File: config.mk
export PLATFORM = sky130hd
export DESIGN_NAME = sdram_port_arbiter
export DESIGN_NICKNAME = d
export VERILOG_FILES = /design/src/rtl/sdram_port_arbiter.sv
export SDC_FILE = /design/constraint.sdc
export NUM_CORES = 1
export LEC_CHECK = 0
export ABC_AREA = 1
export BUFFER_PORTS_ARGS = -buffer_cell sky130_fd_sc_hd__clkbuf_2
export CORE_AREA = 2 2 124 126
export CTS_CLUSTER_DIAMETER = 100
export CTS_CLUSTER_SIZE = 28
export DETAILED_ROUTE_END_ITERATION = 6
export DIE_AREA = 0 0 126 128
export PLACE_DENSITY = 0.66
export SLEW_MARGIN = 20
export SYNTH_ARGS = -nofsm -noshare
export SYNTH_HDL_FRONTEND = slang
export SYNTH_SLANG_ARGS = --single-unit
File: constraint.sdc
create_clock -name clk -period 2.4 [get_ports clk]
set_input_delay 0.24 -clock clk [delete_from_list [all_inputs] [get_ports clk]]
set_output_delay 0.24 -clock clk [all_outputs]
set_load 0.01 [all_outputs]
File: src/rtl/sdram_port_arbiter.sv
// sdram_port_arbiter: round-robin merge of CHANNELS client request ports onto one SDRAM controller port
// Ports: clk/reset (sync, active-high); ch_valid/ch_write/ch_addr/ch_wdata/ch_mask client requests (packed per channel);
// ch_ready one-hot grant, ch_done one-hot completion, ch_rdata shared read data;
// mem_valid/mem_ready handshake, mem_write/mem_addr/mem_wdata/mem_mask captured request, mem_done/mem_rdata completion.
// Optional bounded strict priority for channel 0 when SDRAM_ARB_PRIORITY_EN is defined.
module sdram_port_arbiter #(
  parameter int CHANNELS   = 3,
  parameter int ADDR_WIDTH = 24,
  parameter int DATA_WIDTH = 32,
  parameter int MAX_WAIT   = 4
) (
  input  logic                             clk,
  input  logic                             reset,
  input  logic [CHANNELS-1:0]              ch_valid,
  input  logic [CHANNELS-1:0]              ch_write,
  input  logic [CHANNELS*ADDR_WIDTH-1:0]   ch_addr,
  input  logic [CHANNELS*DATA_WIDTH-1:0]   ch_wdata,
  input  logic [CHANNELS*DATA_WIDTH/8-1:0] ch_mask,
  output logic [CHANNELS-1:0]              ch_ready,
  output logic [CHANNELS-1:0]              ch_done,
  output logic [DATA_WIDTH-1:0]            ch_rdata,
  output logic                             mem_valid,
  input  logic                             mem_ready,
  output logic                             mem_write,
  output logic [ADDR_WIDTH-1:0]            mem_addr,
  output logic [DATA_WIDTH-1:0]            mem_wdata,
  output logic [DATA_WIDTH/8-1:0]          mem_mask,
  input  logic                             mem_done,
  input  logic [DATA_WIDTH-1:0]            mem_rdata
);
  localparam int IW = $clog2(CHANNELS);
  localparam int MW = DATA_WIDTH / 8;
  localparam logic [1:0] S_IDLE  = 2'd0;
  localparam logic [1:0] S_ISSUE = 2'd1;
  localparam logic [1:0] S_WAIT  = 2'd2;

  if (CHANNELS < 2 || CHANNELS > 8 || DATA_WIDTH % 8 != 0 || MAX_WAIT < 1 || MAX_WAIT > 15) begin : g_bad_params
    $error("sdram_port_arbiter: illegal parameter combination");
  end

  logic [1:0]            r_state;
  logic [IW-1:0]         r_last;
  logic [IW-1:0]         r_owner;
  logic                  r_write;
  logic [ADDR_WIDTH-1:0] r_addr;
  logic [DATA_WIDTH-1:0] r_wdata;
  logic [MW-1:0]         r_mask;
  logic [CHANNELS-1:0]   w_req;
  logic                  w_found;
  logic [IW-1:0]         w_idx;
  logic                  w_grant;
`ifdef SDRAM_ARB_PRIORITY_EN
  logic [3:0]            r_cnt;
  logic                  w_others;
  logic                  w_excl;
  assign w_others = |ch_valid[CHANNELS-1:1];
  // Channel 0 is only locked out when someone else is actually waiting, so a lone channel 0 never stalls.
  assign w_excl   = (r_cnt == 4'(MAX_WAIT)) && w_others;
`endif

  always_comb begin
    int j;
    w_req   = ch_valid;
`ifdef SDRAM_ARB_PRIORITY_EN
    if (w_excl) w_req[0] = 1'b0;
`endif
    w_found = 1'b0;
    w_idx   = '0;
    for (int k = 1; k <= CHANNELS; k++) begin
      j = (int'(r_last) + k) % CHANNELS;
      if (!w_found && w_req[j]) begin
        w_found = 1'b1;
        w_idx   = IW'(j);
      end
    end
`ifdef SDRAM_ARB_PRIORITY_EN
    if (ch_valid[0] && !w_excl) begin
      w_found = 1'b1;
      w_idx   = '0;
    end
`endif
  end

  assign w_grant   = !reset && r_state == S_IDLE && w_found;
  assign ch_ready  = w_grant ? CHANNELS'(1) << w_idx : '0;
  assign ch_done   = (!reset && r_state == S_WAIT && mem_done) ? CHANNELS'(1) << r_owner : '0;
  assign ch_rdata  = mem_rdata;
  assign mem_valid = !reset && r_state == S_ISSUE;
  assign mem_write = r_write;
  assign mem_addr  = r_addr;
  assign mem_wdata = r_wdata;
  assign mem_mask  = r_mask;

  always_ff @(posedge clk) begin
    if (reset) begin
      r_state <= S_IDLE;
      r_last  <= IW'(CHANNELS - 1);
      r_owner <= '0;
      r_write <= 1'b0;
      r_addr  <= '0;
      r_wdata <= '0;
      r_mask  <= '0;
`ifdef SDRAM_ARB_PRIORITY_EN
      r_cnt   <= '0;
`endif
    end else if (w_grant) begin
      r_state <= S_ISSUE;
      r_last  <= w_idx;
      r_owner <= w_idx;
      r_write <= ch_write[w_idx];
      r_addr  <= ch_addr[w_idx*ADDR_WIDTH +: ADDR_WIDTH];
      r_wdata <= ch_wdata[w_idx*DATA_WIDTH +: DATA_WIDTH];
      r_mask  <= ch_mask[w_idx*MW +: MW];
`ifdef SDRAM_ARB_PRIORITY_EN
      r_cnt   <= (w_idx == '0 && w_others) ? r_cnt + 4'd1 : 4'd0;
`endif
    end else if (r_state == S_ISSUE && mem_ready) begin
      r_state <= S_WAIT;
    end else if (r_state == S_WAIT && mem_done) begin
      r_state <= S_IDLE;
    end
  end
endmodule

==> impl_metrics.json <==
{
  "run_status": "finished clean",
  "grt_first_pass_wirelength_mm": 25.9,
  "critPathRequiredTime_ps": 2160,
  "grt.total_usage_pct": 19.9,
  "clk_transition_reported_paths_ps": 50,
  "cp_slowest_stage_delay_ps": 310,
  "cell_pwr_density_nw_per_um2": 1230,
  "die_x_um": 126,
  "drv_cap": 0,
  "timing.final.crit_share_pct": 94.0,
  "end_kind": "output pin",
  "post_route_minimum_period_ps": 2260,
  "most-common-layout-cells": "sky130_fd_sc_hd__clkbuf_2 (256), sky130_fd_sc_hd__nand2_1 (203), sky130_fd_sc_hd__nand3_1 (193)",
  "timing.critical_path.from_type": "flop",
  "gp_congestion": 0.883,
  "wire_length_on_met1_mm": 6.93,
  "timing.critical_path.arrival_ps": 2020,
  "grt_setup_unrepaired": "no",
  "fmax_mhz": 443,
  "worstSetupPathType": "reg -> out",
  "detail_route.vias_per_cell": 4.60,
  "cts_hold_buffers": 0,
  "clk_latency_ps": 330,
  "hold_violations": 0,
  "synthDistinctLibCells": 26,
  "tightest_slew_ps": 495,
  "postRouteWirelength_mm": 16.4,
  "worst_path_most_repeated_cell": "sky130_fd_sc_hd__buf_4",
  "number_of_antenna_violations_at_the_first_check_in_global_routing": 0,
  "total_via_count_after_detailed_routing": 5770,
  "critical-path-slowest-cell": "sky130_fd_sc_hd__dfxtp_1",
  "syn_to_final_growth_pct": 32.1,
  "globalRoute.totalOverflow": 0,
  "clock_tree.root_cell": "sky130_fd_sc_hd__clkbuf_16",
  "syn-num-nets": 1069,
  "report.final.setup_viol": 0,
  "initial_core_util_pct": 33.9,
  "core_area_um2": 14900,
  "cts_htree_levels": 3,
  "cp_cell_sequence": "buf_4 > ha_2 > inv_2 > buf_4 > nor3_1 > a31oi_2 > nand2_4 > nor2_4 > inv_1 > nor2_1 > clkbuf_2",
  "critPathBufInv": 5,
  "post_synth_mux_area_share_pct": 0,
  "syn-instance-count": 843,
  "design.die.area_um2": 16100,
  "synth_top_family_by_area": "simple AND/OR/NAND/NOR gates",
  "syn_area_um2": 5050,
  "highest-signal-layer": "met4",
  "post-route-drc-count": 0,
  "synth_simple_gate_area_share_pct": 37.6,
  "maxSlewViolCount": 0,
  "floorplan.die.height_um": 128,
  "detail-route-antenna-nets": 0,
  "detailedRoute.firstIterationViolations": 260,
  "clockBufferDepth": 2,
  "final.setup.tns_ps": 0,
  "worst_ir_drop_vdd_uv": 811,
  "antenna-diode-count": 0,
  "leakage_nw": 3.87,
  "grt_pass1_vias": 5250,
  "post-dp-hpwl_mm": 11.8,
  "wl_met2_mm": 7.76,
  "timing.hold.worst.class": "in -> reg",
  "largest_net_degree_at_the_start_of_global_routing": 48,
  "synth_fa_ha_area_share_pct": 0.992,
  "timing.max_slew.rel_slack_pct": 67.0,
  "synthesized_area_fraction_occupied_by_ao_oa_aoi_and_oai_cells_pct": 9.60,
  "num-fill-cells": 1603,
  "num-nets-final": 1286,
  "numPortBuffers": 257,
  "mean_syn_cell_area_um2": 5.99,
  "routed-wl-met3_mm": 1.24,
  "cts_sinks": 66,
  "timing.clock.skew_ps": 4.87,
  "ys.warnings.count": 0,
  "worst-path-max-fanout": 6,
  "leading_cell_type_in_the_layout_fill_and_taps_excluded": "sky130_fd_sc_hd__clkbuf_2",
  "drt_pre_antenna_iters": 5,
  "place.detailed.instances": 1228,
  "drive_gt1_share_pct": 33.3,
  "routed_wire_length_per_instance_um": 13.1,
  "tritoncts": "built",
  "final_cells": 1253,
  "post_synth_xor_area_fraction_pct": 0,
  "synth_seq_cells": 66,
  "cts_inserted_buffers": 9,
  "boundaryPins": 322,
  "fp-row-count": 45,
  "seq_area_frac_synth_pct": 26.2,
  "path_delay_family": "buffers and inverters"
}
==> area by class of cell <==
class	instances	area, um^2	area share (%)
Multi-Input combinational cell	496	2470	37.0
Timing Repair Buffer	289	1580	23.7
Sequential cell	66	1320	19.8
Inverter	198	743	11.2
Clock buffer	15	288	4.32
Tap cell	188	235	3.53
Clock inverter	1	30.0	0.451
==> routing by layer <==
layer  global-route usage [%]  up-vias
li1                         -     2985
met1                     24.5     2485
met2                     33.4      267
met3                     3.84       33
met4                     9.70        0
met5                        0        -
==> kinds of logic (layout without fill, tap and decap cells) <==
family	after synthesis	count (layout)
AOI/OAI and AO/OA	71	71
adders and majority gates	4	4
buffers and inverters	281	503
DFF	66	66
and+or+nand+nor	421	421
==> power breakdown <==
part / internal, W / total [W] / leakage [nW] / switching, W
clock network: 0.000918 / 0.00140 / 0.156 / 0.000477
logic: 0.00187 / 0.00503 / 3.17 / 0.00316
registers: 0.00154 / 0.00179 / 0.542 / 0.000246
==> synthesized netlist by cell type, drive strengths merged <==
cell type | number | area share (%)
nand2 | 209 | 16
inv | 198 | 15
nand3 | 196 | 20
buf | 76 | 10
dfxtp | 66 | 26
a21oi | 63 | 8.6
clkbuf | 7 | 0.52
nor2 | 7 | 0.67
nor3 | 6 | 0.60
o21ai | 5 | 0.50
ha | 4 | 0.99
a211oi | 1 | 0.15
a31oi | 1 | 0.25
nand3b | 1 | 0.15
nand4 | 1 | 0.25
nor3b | 1 | 0.15
o211ai | 1 | 0.15
==> path summary, 6_finish.rpt <==
path / cells after the start / startpoint / slack, ps / to
hold / removal: 5 / ch_addr[6] / 220 / mem_addr[6]$_SDFFE_PP0P_
setup reg to reg: 14 / r_last[0]$_SDFFE_PP0P_ / 220 / mem_mask[0]$_SDFFE_PP0P_
setup / recovery: 11 / r_last[0]$_SDFFE_PP0P_ / 140 / ch_ready[0]
hold reg to reg: 2 / r_owner[1]$_SDFFE_PP0P_ / 500 / r_owner[1]$_SDFFE_PP0P_
==> sequential cells by signal, indices dropped and copies added (netlist names) <==
| register | flops |
|---|---|
| mem_addr | 24 |
| mem_mask | 4 |
| mem_wdata | 32 |
| mem_write | 1 |
| r_last | 2 |
| r_owner | 1 |
| r_state | 2 |
==> metrics by stage <==
stage | hold WS, ps | utilization [%] | setup slack, ps | instance area [um^2] | total power, W
2_1_floorplan | 382 | - | 240 | 5050 | 0.00515
3_3_place_gp | 480 | 42.0 | 187 | 6240 | 0.00659
3_5_place_dp | 480 | 42.0 | 133 | 6240 | 0.00665
4_1_cts | 196 | 44.4 | 2.48 | 6600 | 0.00817
5_1_grt | 231 | 44.8 | 0.0469 | 6670 | 0.00896
6_report | 218 | 44.8 | 143 | 6670 | 0.00822
==> worst register-to-register path, stage by stage (launching register included) <==
cell and delay [ps]:
sky130_fd_sc_hd__dfxtp_1 330, sky130_fd_sc_hd__inv_1 90, sky130_fd_sc_hd__ha_4 330, sky130_fd_sc_hd__inv_2 60
sky130_fd_sc_hd__nand2_1 50, sky130_fd_sc_hd__nand3_1 70, sky130_fd_sc_hd__nand2_2 140, sky130_fd_sc_hd__nand4_2 120
sky130_fd_sc_hd__nand2_4 140, sky130_fd_sc_hd__buf_4 140, sky130_fd_sc_hd__buf_4 250, sky130_fd_sc_hd__nand3_1 150
sky130_fd_sc_hd__nand2_1 80, sky130_fd_sc_hd__inv_1 40, sky130_fd_sc_hd__a21oi_1 120
==> timing repair <==
item | in CTS | in global routing
resized for setup | 3 | 4
hold endpoints to repair | 0 | 0
buffers inserted | 3 | 7
endpoints found under the setup margin | 3 | 62
pin swaps | 2 | 4
Power figures use the tool's default switching activity.
